**src/rtl/buzzer_pkg.sv**
```systemverilog
// Shared definitions for the buzzer scheduler: FSM state encoding and active_src codes.
package buzzer_pkg;

  typedef enum logic [2:0] {
    ST_IDLE   = 3'd0,
    ST_ALARM  = 3'd1,
    ST_SNOOZE = 3'd2,
    ST_MUTED  = 3'd3,
    ST_TIMER  = 3'd4,
    ST_CHIME  = 3'd5
  } state_e;

  localparam logic [1:0] SRC_NONE  = 2'b00;
  localparam logic [1:0] SRC_ALARM = 2'b01;
  localparam logic [1:0] SRC_TIMER = 2'b10;
  localparam logic [1:0] SRC_CHIME = 2'b11;

  function automatic logic is_ringing(state_e s);
    return (s == ST_ALARM) || (s == ST_TIMER) || (s == ST_CHIME);
  endfunction

  function automatic logic [1:0] src_of(state_e s);
    logic [1:0] src;
    unique case (s)
      ST_ALARM, ST_SNOOZE, ST_MUTED: src = SRC_ALARM;
      ST_TIMER:                      src = SRC_TIMER;
      ST_CHIME:                      src = SRC_CHIME;
      default:                       src = SRC_NONE;
    endcase
    return src;
  endfunction

endpackage

```
**src/rtl/tone_gen.sv**
```systemverilog
// Square-wave tone divider: tone toggles every TONE_DIV enabled cycles;
// restart forces phase 0 with the tone bit high so every ring starts identically.
module tone_gen #(
  parameter int TONE_DIV = 2000
) (
  input  logic clk,
  input  logic rst_n,
  input  logic restart,
  input  logic enable,
  output logic tone
);

  localparam int CW = (TONE_DIV > 1) ? $clog2(TONE_DIV) : 1;
  localparam logic [CW-1:0] LAST = CW'(TONE_DIV - 1);

  logic [CW-1:0] cnt_q, cnt_d;
  logic          tone_q, tone_d;

  always_comb begin
    cnt_d  = cnt_q;
    tone_d = tone_q;
    if (restart) begin
      cnt_d  = '0;
      tone_d = 1'b1;
    end else if (enable) begin
      if (cnt_q == LAST) begin
        cnt_d  = '0;
        tone_d = ~tone_q;
      end else begin
        cnt_d = cnt_q + CW'(1);
      end
    end
  end

  always_ff @(posedge clk or negedge rst_n) begin
    if (!rst_n) begin
      cnt_q  <= '0;
      tone_q <= 1'b0;
    end else begin
      cnt_q  <= cnt_d;
      tone_q <= tone_d;
    end
  end

  assign tone = tone_q;

endmodule

```
**src/rtl/buzzer_sched.sv**
```systemverilog
// Buzzer scheduler: arbitrates alarm, countdown-timer and hourly chime onto one buzzer.
// Alarm outranks timer outranks chime; a displaced timer expiry is remembered in timer_pend.
module buzzer_sched
  import buzzer_pkg::*;
#(
  parameter int TONE_DIV   = 2000,
  parameter int RING_MAX   = 60,
  parameter int SNOOZE_SEC = 300,
  parameter int SNOOZE_MAX = 3,
  parameter int TIMER_SEC  = 10
) (
  input  logic       clk,
  input  logic       rst_n,
  input  logic       tick_1hz,
  input  logic       alarm_req,
  input  logic       timer_req,
  input  logic       chime_req,
  input  logic       off,
  input  logic       snooze,
  output logic       buzzer,
  output logic [1:0] active_src,
  output logic       snoozing,
  output state_e     state_dbg
);

  localparam int SEC_MAX_A = (RING_MAX > SNOOZE_SEC) ? RING_MAX : SNOOZE_SEC;
  localparam int SEC_MAX   = (SEC_MAX_A > TIMER_SEC) ? SEC_MAX_A : TIMER_SEC;
  localparam int SW        = (SEC_MAX > 0) ? $clog2(SEC_MAX + 1) : 1;
  localparam int SW1       = SW + 1;
  localparam int NW        = (SNOOZE_MAX > 0) ? $clog2(SNOOZE_MAX + 1) : 1;

  localparam logic [SW-1:0] SEC_TOP  = SW'(SEC_MAX);
  localparam logic [SW:0]   RING_L   = SW1'(RING_MAX);
  localparam logic [SW:0]   SNZ_L    = SW1'(SNOOZE_SEC);
  localparam logic [SW:0]   TMR_L    = SW1'(TIMER_SEC);
  localparam logic [NW-1:0] SNZ_LIM  = NW'(SNOOZE_MAX);

  state_e        state_q, state_d;
  logic [SW-1:0] sec_q, sec_d;
  logic [SW:0]   sec_inc;
  logic [NW-1:0] snz_q, snz_d;
  logic          pend_q, pend_d;
  logic          alarm_prev_q;
  logic          buzzer_q, buzzer_d;
  logic          alarm_rise, entering, tone_restart, tone;
  logic          ring_done, snz_done, tmr_done;

  assign alarm_rise = alarm_req & ~alarm_prev_q;
  assign sec_inc    = {1'b0, sec_q} + SW1'(1);
  // A timeout fires on the tick that would bring the elapsed count up to the limit.
  assign ring_done  = tick_1hz && (sec_inc == RING_L);
  assign snz_done   = tick_1hz && (sec_inc == SNZ_L);
  assign tmr_done   = tick_1hz && (sec_inc == TMR_L);

  always_comb begin
    state_d = state_q;
    pend_d  = pend_q;
    snz_d   = snz_q;
    unique case (state_q)
      ST_IDLE: begin
        if (alarm_rise) begin
          state_d = ST_ALARM;
          pend_d  = pend_q | timer_req;
        end else if (timer_req || pend_q) begin
          state_d = ST_TIMER;
        end else if (chime_req) begin
          state_d = ST_CHIME;
        end
      end
      ST_ALARM: begin
        pend_d = pend_q | timer_req;
        if (off) begin
          state_d = ST_MUTED;
        end else if (snooze && (snz_q < SNZ_LIM)) begin
          state_d = ST_SNOOZE;
          snz_d   = snz_q + NW'(1);
        end else if (ring_done) begin
          state_d = ST_MUTED;
        end
      end
      ST_SNOOZE: begin
        pend_d = pend_q | timer_req;
        if (off) state_d = ST_IDLE;
        else if (snz_done) state_d = ST_ALARM;
      end
      ST_MUTED: begin
        pend_d = pend_q | timer_req;
        if (!alarm_req) state_d = ST_IDLE;
      end
      ST_TIMER: begin
        if (alarm_rise) begin
          state_d = ST_ALARM;
          pend_d  = 1'b1;
        end else if (off || tmr_done) begin
          state_d = ST_IDLE;
        end
      end
      ST_CHIME: begin
        if (alarm_rise) begin
          state_d = ST_ALARM;
          pend_d  = pend_q | timer_req;
        end else if (timer_req) begin
          state_d = ST_TIMER;
        end else if (off || tick_1hz) begin
          state_d = ST_IDLE;
        end
      end
      default: state_d = ST_IDLE;
    endcase

    entering = (state_d != state_q);
    if (entering && (state_d == ST_TIMER)) pend_d = 1'b0;
    // Snooze budget is per alarm event: a fresh ALARM (not a re-ring) or MUTED resets it.
    if (entering && (state_d == ST_MUTED)) snz_d = '0;
    if (entering && (state_d == ST_ALARM) && (state_q != ST_SNOOZE)) snz_d = '0;

    if (entering) sec_d = '0;
    else if (tick_1hz && (sec_q != SEC_TOP)) sec_d = sec_q + SW'(1);
    else sec_d = sec_q;

    tone_restart = entering && is_ringing(state_d);
    buzzer_d     = tone & is_ringing(state_q);
  end

  tone_gen #(
    .TONE_DIV (TONE_DIV)
  ) u_tone (
    .clk     (clk),
    .rst_n   (rst_n),
    .restart (tone_restart),
    .enable  (is_ringing(state_q)),
    .tone    (tone)
  );

  // alarm_prev resets high so a level already present at reset release is not a rising edge.
  always_ff @(posedge clk or negedge rst_n) begin
    if (!rst_n) begin
      state_q      <= ST_IDLE;
      sec_q        <= '0;
      snz_q        <= '0;
      pend_q       <= 1'b0;
      alarm_prev_q <= 1'b1;
      buzzer_q     <= 1'b0;
    end else begin
      state_q      <= state_d;
      sec_q        <= sec_d;
      snz_q        <= snz_d;
      pend_q       <= pend_d;
      alarm_prev_q <= alarm_req;
      buzzer_q     <= buzzer_d;
    end
  end

  assign buzzer     = buzzer_q;
  assign active_src = src_of(state_q);
  assign snoozing   = (state_q == ST_SNOOZE);
  assign state_dbg  = state_q;

endmodule

```
**config.mk**
```make
export PLATFORM = sky130hd
export DESIGN_NAME = buzzer_sched
export DESIGN_NICKNAME = d
export VERILOG_FILES = /design/src/rtl/buzzer_pkg.sv /design/src/rtl/tone_gen.sv /design/src/rtl/buzzer_sched.sv
export SDC_FILE = /design/constraint.sdc
export NUM_CORES = 1
export LEC_CHECK = 0
export ABC_AREA = 1
export ABC_CLOCK_PERIOD_IN_PS = 2500
export CORE_MARGIN = 5
export CORE_UTILIZATION = 59
export DETAILED_ROUTE_END_ITERATION = 6
export PLACE_DENSITY = 0.77
export SYNTH_ARGS = -nofsm -noshare
export SYNTH_HDL_FRONTEND = slang
export SYNTH_SLANG_ARGS = --single-unit
```
**constraint.sdc**
```tcl
create_clock -name clk -period 2.5 [get_ports clk]
set_input_delay 0.25 -clock clk [delete_from_list [all_inputs] [get_ports clk]]
set_output_delay 0.25 -clock clk [all_outputs]
set_load 0.005 [all_outputs]
```
==> results_dict.tcl, run 1 <==
set metrics [dict create \
    synth_edf_count 0 \
    ys_seq_area_frac 0.337 \
    arrival_ns 2.43 \
    slew_viol_final 0 \
    core_mm2 0.00361 \
    powerDensity_mw_per_mm2 1030 \
    synth_cell_types 43 \
    via_count 1977 \
    io_buffers 14 \
    maxCapViolations 0 \
    worst_pin_slew_ns 0.390 \
    die_x_um 70.5 \
    fill_cells 322 \
    clock-sinks 29 \
    rr_startpoint "sec_q[1]$_DFFE_PN0P_" \
    dr.pass1.iters 4 \
    numCtsBuffers 5 \
    netlist_instances 297 \
    worstSetupStartpointType "register" \
    r2r_end "pend_q$_DFFE_PN0P_" \
    design.die.area_mm2 0.00497 \
    synth.most_common_cell "nand2_1" \
    io_pins 15 \
    cts.clk_slew.worst_paths_ns 0.08 \
    synthTopCellsByArea "dfrtp_1 (32%), nand2_1 (12%), nor2_1 (6.8%)" \
    wire_per_inst_um 12.8 \
    leakage_uw 0.00122 \
    cts_tree "yes" \
    gp_congestion 0.873 \
    crit_start "sec_q[1]$_DFFE_PN0P_" \
    required_ns 2.67 \
    drive_above_1_share 0.169 \
    drt_iter0_drc 189 \
    post-route-period-util 0.901 \
    synthTopCellsByCount "nand2_1 (70), nor2_1 (39), inv_1 (36)" \
    hold_buffers 0 \
    root_buffer "clkbuf_8" \
    worstHoldPathType "in -> async" \
    antenna_cells 0 \
    worst_setup_path_end_kind "register" \
    syn_nets 311 \
    finalCoreUtilization 0.694 \
    synth_largest_area_cell "dfrtp_1" \
    grt_max_degree 30 \
    clock.fmax_ghz 0.444 \
    yosysWarnings 0 \
    hpwl_mm 3.54 \
    clock-skew-final_ns 0.0110 \
    antenna_found_initial 0 \
    synth_area_per_cell_um2 7.26 \
    globalRouteTotalUtil 0.210 \
    vias_per_cell 5.30 \
    r2r_setup_slack_ns 0.25 \
    fp.dieH_um 70.5 \
    reg2regPathDepth 17 \
    crit_fanout 12 \
    worst_ir_drop_vdd_v 0.000745 \
    clk_latency_ns 0.29 \
    crit_end "pend_q$_DFFE_PN0P_" \
    synth_top_cell_area_share 0.325 \
    ant_nets 0 \
    ys_ff_latch 29 \
    grt_pass1_wl_mm 8.42 \
    wl_mm 4.78 \
    gr-total-overflow 0 \
    max_slew_margin 0.740 \
    hold_viol 0 \
    htreeDepth 2 \
    setup_violations 0 \
    areaGrowthSynthToFinish_pct 16.0 \
    nets 338 \
    drt_drc_violations_left 0 \
    async_flop_share 1.00 \
    outcome "finished clean" \
    path_class "reg -> reg" \
    ctsLongestPathBuffers 2 \
    grt_pass1_vias 1912 \
    syn_area_mm2 0.00216 \
    rows 22 \
    initial_core_util 0.598 \
    rsz0062_at_grt "no" \
    setup-tns-final_ns 0 \
    synth_ff_type "dfrtp_1" \
    period_minus_slack_ns 2.25 \
]
[layout make-up]
| type | count | area [um2] | share of cell area |
|---|---|---|---|
| multi-input combinational | 221 | 1240 | 0.496 |
| clock inverter | 3 | 17.5 | 0.00700 |
| clock buffer | 5 | 68.8 | 0.0275 |
| timing repair buffer | 25 | 226 | 0.0905 |
| tap | 48 | 60.1 | 0.0240 |
| inverter | 42 | 160 | 0.0640 |
| sequential | 29 | 727 | 0.290 |
[report_power, final]
| group | switching, uW | internal [uW] | total, uW |
|---|---|---|---|
| Clock | 201 | 192 | 393 |
| Combinational | 883 | 578 | 1460 |
| Sequential | 131 | 586 | 717 |
[how the worst min path moves through the flow]
stage               depth (start not counted)                from  slack (ns)                    to
detailed placement                          2  pend_q$_DFFE_PN0P_        0.48    pend_q$_DFFE_PN0P_
global route                                2               rst_n        0.39  sec_q[7]$_DFFE_PN0P_
CTS                                         2               rst_n        0.35  sec_q[7]$_DFFE_PN0P_
finish                                      2               rst_n        0.34  sec_q[7]$_DFFE_PN0P_
floorplan                                   0               rst_n       -0.05      buzzer$_DFF_PN0_
global placement                            2  pend_q$_DFFE_PN0P_        0.47    pend_q$_DFFE_PN0P_
[worst max-delay path, cell delays in order (launching register included)]
cell and delay [ns]:
dfrtp_1 0.39, ha_2 0.21, nand3_1 0.11, clkinv_1 0.11, nand2_1 0.09, nand3_1 0.10
nor2_2 0.15, nand3_1 0.08, nand2_1 0.07, nand2_1 0.09, o21bai_4 0.19, nand3_4 0.08
buf_6 0.16, nand2_1 0.06, nand2_1 0.08, nand3_1 0.07, nand2_1 0.06, nand2_1 0.05
[cells in the final DEF, fill, tap and decap left out, types with 8 or more instances in the layout]
cell type and n:
xor2_1 8, nand4_1 9, nand3_1 25, dfrtp_1 28
clkdlybuf4s50_1 14, nor2_1 38, buf_4 10, a211oi_1 8
inv_1 36, nand2_1 70
[sequential cells by signal (all words and copies together) (netlist names)]
signal and cells:
alarm_prev_q 1, u_tone.tone 1, u_tone.cnt_q 11, snz_q 2, state_dbg 3, pend_q 1, buzzer 1, sec_q 9
[what timing repair did]
action | in CTS | in global routing
resized for setup | 0 | 3
endpoints found under the setup margin | 0 | 15
buffers inserted | 0 | 1
[kinds of logic (layout without fill, tap and decap cells)]
family,Yosys count,in the layout,share of synthesized area
flops,29,29,0.337
compound gates,33,33,0.115
buf+inv,47,75,0.0893
simple gates,173,173,0.387
fa+ha+maj,6,6,0.0348
xor+xnor,9,9,0.0365
[layer usage]
layer | part of all wire | GRT usage | vias up
met5 | 0 | 0 | -
met3 | 0.048 | 0.0446 | 8
li1 | - | - | 1020
met1 | 0.49 | 0.283 | 903
met4 | 0.014 | 0.0681 | 0
met2 | 0.45 | 0.333 | 46
[stage by stage]
step	worst slack (ns)	total power, uW	std cells	hold WS (ns)	instance area [um2]
5_1_grt	0.0522	2770	373	0.388	2500
3_3_place_gp	0.147	2100	364	0.473	2400
2_1_floorplan	0.391	1730	297	-0.0456	2160
3_5_place_dp	0.0603	2140	364	0.482	2400
6_report	0.247	2570	373	0.344	2500
4_1_cts	0.137	2550	372	0.348	2490
Power figures use the tool's default switching activity.
==> run 2: changes to the inputs <==
CORE_UTILIZATION = 40   (was 59)
PLACE_DENSITY = 0.55   (was 0.77)
==> results_dict.tcl, run 2 (same netlist as run 1, synthesis figures left out) <==
set metrics [dict create \
    regMostFlops "u_tone.cnt_q" \
    post-route-period-util 0.918 \
    fill_cells 536 \
    place_area_mm2 0.00245 \
    clock-skew-final_ns 0.0117 \
    io_pins 15 \
    gp_congestion 0.842 \
    gr-total-overflow 0 \
    max_slew_margin 0.730 \
    hold_viol 0 \
    fp.dieH_um 83.4 \
    worst_setup_path_end_kind "register" \
    wl_mm 5.12 \
    numCtsBuffers 5 \
    setup-tns-final_ns 0 \
    initial_core_util 0.417 \
    htreeDepth 2 \
    period_minus_slack_ns 2.29 \
    path_delay_family "simple AND/OR/NAND/NOR gates" \
    hpwl_mm 3.77 \
    hold_buffers 0 \
    rows 26 \
    clock.fmax_ghz 0.436 \
    vias_per_cell 4.87 \
    worst_pin_slew_ns 0.404 \
    setup_violations 0 \
    required_ns 2.67 \
    nets 344 \
    largest_reg_flops 11 \
    drt_drc_violations_left 0 \
    slew_viol_final 0 \
    crit_top_cell "nand3_1" \
    path_class "reg -> reg" \
    outcome "finished clean" \
    cts_tree "yes" \
    die_x_um 83.4 \
    antenna_cells 0 \
    crit_fanout 7 \
    layout_commonest_cell "nand2_1" \
    rsz0062_at_grt "no" \
    worstSetupStartpointType "register" \
    drt_iter0_drc 87 \
    dpl_worst_slack_ns 0.0186 \
    powerDensity_mw_per_mm2 1030 \
    wire_per_inst_um 12.8 \
    areaGrowthSynthToFinish_pct 19.5 \
    leakage_uw 0.00124 \
    arrival_ns 2.46 \
    worstPathCellList "ha_2 -> nand3_1 -> clkinv_1 -> nand2_1 -> nand3_1 -> nor2_2 -> nand3_1 -> nand2_1 -> nand2_1 -> o21bai_4 -> nand3_4 -> o21ai_4 -> buf_4 -> nand3_1 -> o21ai_1" \
    fin_ws_ns 0.205 \
    layout_common_cells "nand2_1 (70), nor2_1 (38), inv_1 (36), dfrtp_1 (28), nand3_1 (25)" \
    globalRouteTotalUtil 0.155 \
    slowest_delay_ns 0.38 \
    dr.pass1.iters 4 \
    drive_above_1_share 0.184 \
    clk_latency_ns 0.29 \
    worst_ir_drop_vdd_v 0.000503 \
    clock-sinks 29 \
    grt_pass1_wl_mm 8.85 \
    slowest_stage "dfrtp_1" \
    design.die.area_mm2 0.00696 \
    ant_nets 0 \
    ctsLongestPathBuffers 2 \
    via_count 1951 \
    core_mm2 0.00517 \
    io_buffers 14 \
    grt_max_degree 30 \
    grt_pass1_vias 1871 \
    design_power_total_uw 2670 \
    path_buf_inv 2 \
    root_buffer "clkbuf_8" \
    worstHoldPathType "in -> async" \
    maxCapViolations 0 \
    antenna_found_initial 0 \
    final_area_mm2 0.00258 \
    cts.clk_slew.worst_paths_ns 0.08 \
]
## run 2: path summary, 6_finish.rpt
check / start / end / slack, ns / cells past startpoint
worst max-delay path: sec_q[0]$_DFFE_PN0P_ / u_tone.cnt_q[0]$_DFFE_PN0P_ / 0.21 / 15
worst min-delay path: rst_n / pend_q$_DFFE_PN0P_ / 0.35 / 2
worst max register to register: sec_q[0]$_DFFE_PN0P_ / u_tone.cnt_q[0]$_DFFE_PN0P_ / 0.21 / 15
worst min register to register: pend_q$_DFFE_PN0P_ / pend_q$_DFFE_PN0P_ / 0.52 / 2
max in group asynchronous: rst_n / alarm_prev_q$_DFF_PN1_ / 1.82 / 2
min in group clk: alarm_req / alarm_prev_q$_DFF_PN1_ / 0.43 / 1
## run 2: power by group
part / leakage (uW) / switching (uW) / internal, uW / total [uW]
logic: 0.000813 / 926 / 639 / 1560
registers: 0.000387 / 123 / 586 / 709
clock network: 0.0000439 / 202 / 192 / 394
total: 0.00124 / 1250 / 1420 / 2670
## run 2: what timing repair did
action | 4_1_cts | 5_1_grt
endpoints found under the setup margin | 0 | 13
buffers inserted | 0 | 3
gates resized for setup | 0 | 3
## run 2: worst register-to-register path: cells and delay by family, from the launching register on
kind / cells / cell delay [ns]
flops: 1 / 0.38
compound gates: 3 / 0.39
buf+inv: 2 / 0.28
simple gates: 9 / 0.92
fa+ha+maj: 1 / 0.23
## run 2: stage by stage
stage | instances | utilization | hold WS (ns)
floorplan | 297 | - | -0.0456
global placement | 389 | 0.474 | 0.477
detailed placement | 389 | 0.474 | 0.496
CTS | 397 | 0.490 | 0.360
global route | 401 | 0.499 | 0.388
finish | 401 | 0.499 | 0.346
## run 2: layout make-up
cell class              count  area (um2)  area share
multi-input cells         222        1260       0.488
flip-flops and latches     29         727       0.282
repair buffers             30         260       0.101
inverters                  42         160      0.0621
well taps                  70        87.6      0.0340
clock buffers               5        68.8      0.0267
clock inverters             3        17.5     0.00679
## run 2: layer usage
metal / GRT usage / routed length, um / up-vias
met5: 0 / 0 / -
li1: - / - / 1036
met1: 0.213 / 2640 / 884
met4: 0.0453 / 59 / 0
met3: 0.0347 / 144 / 6
met2: 0.246 / 2280 / 25
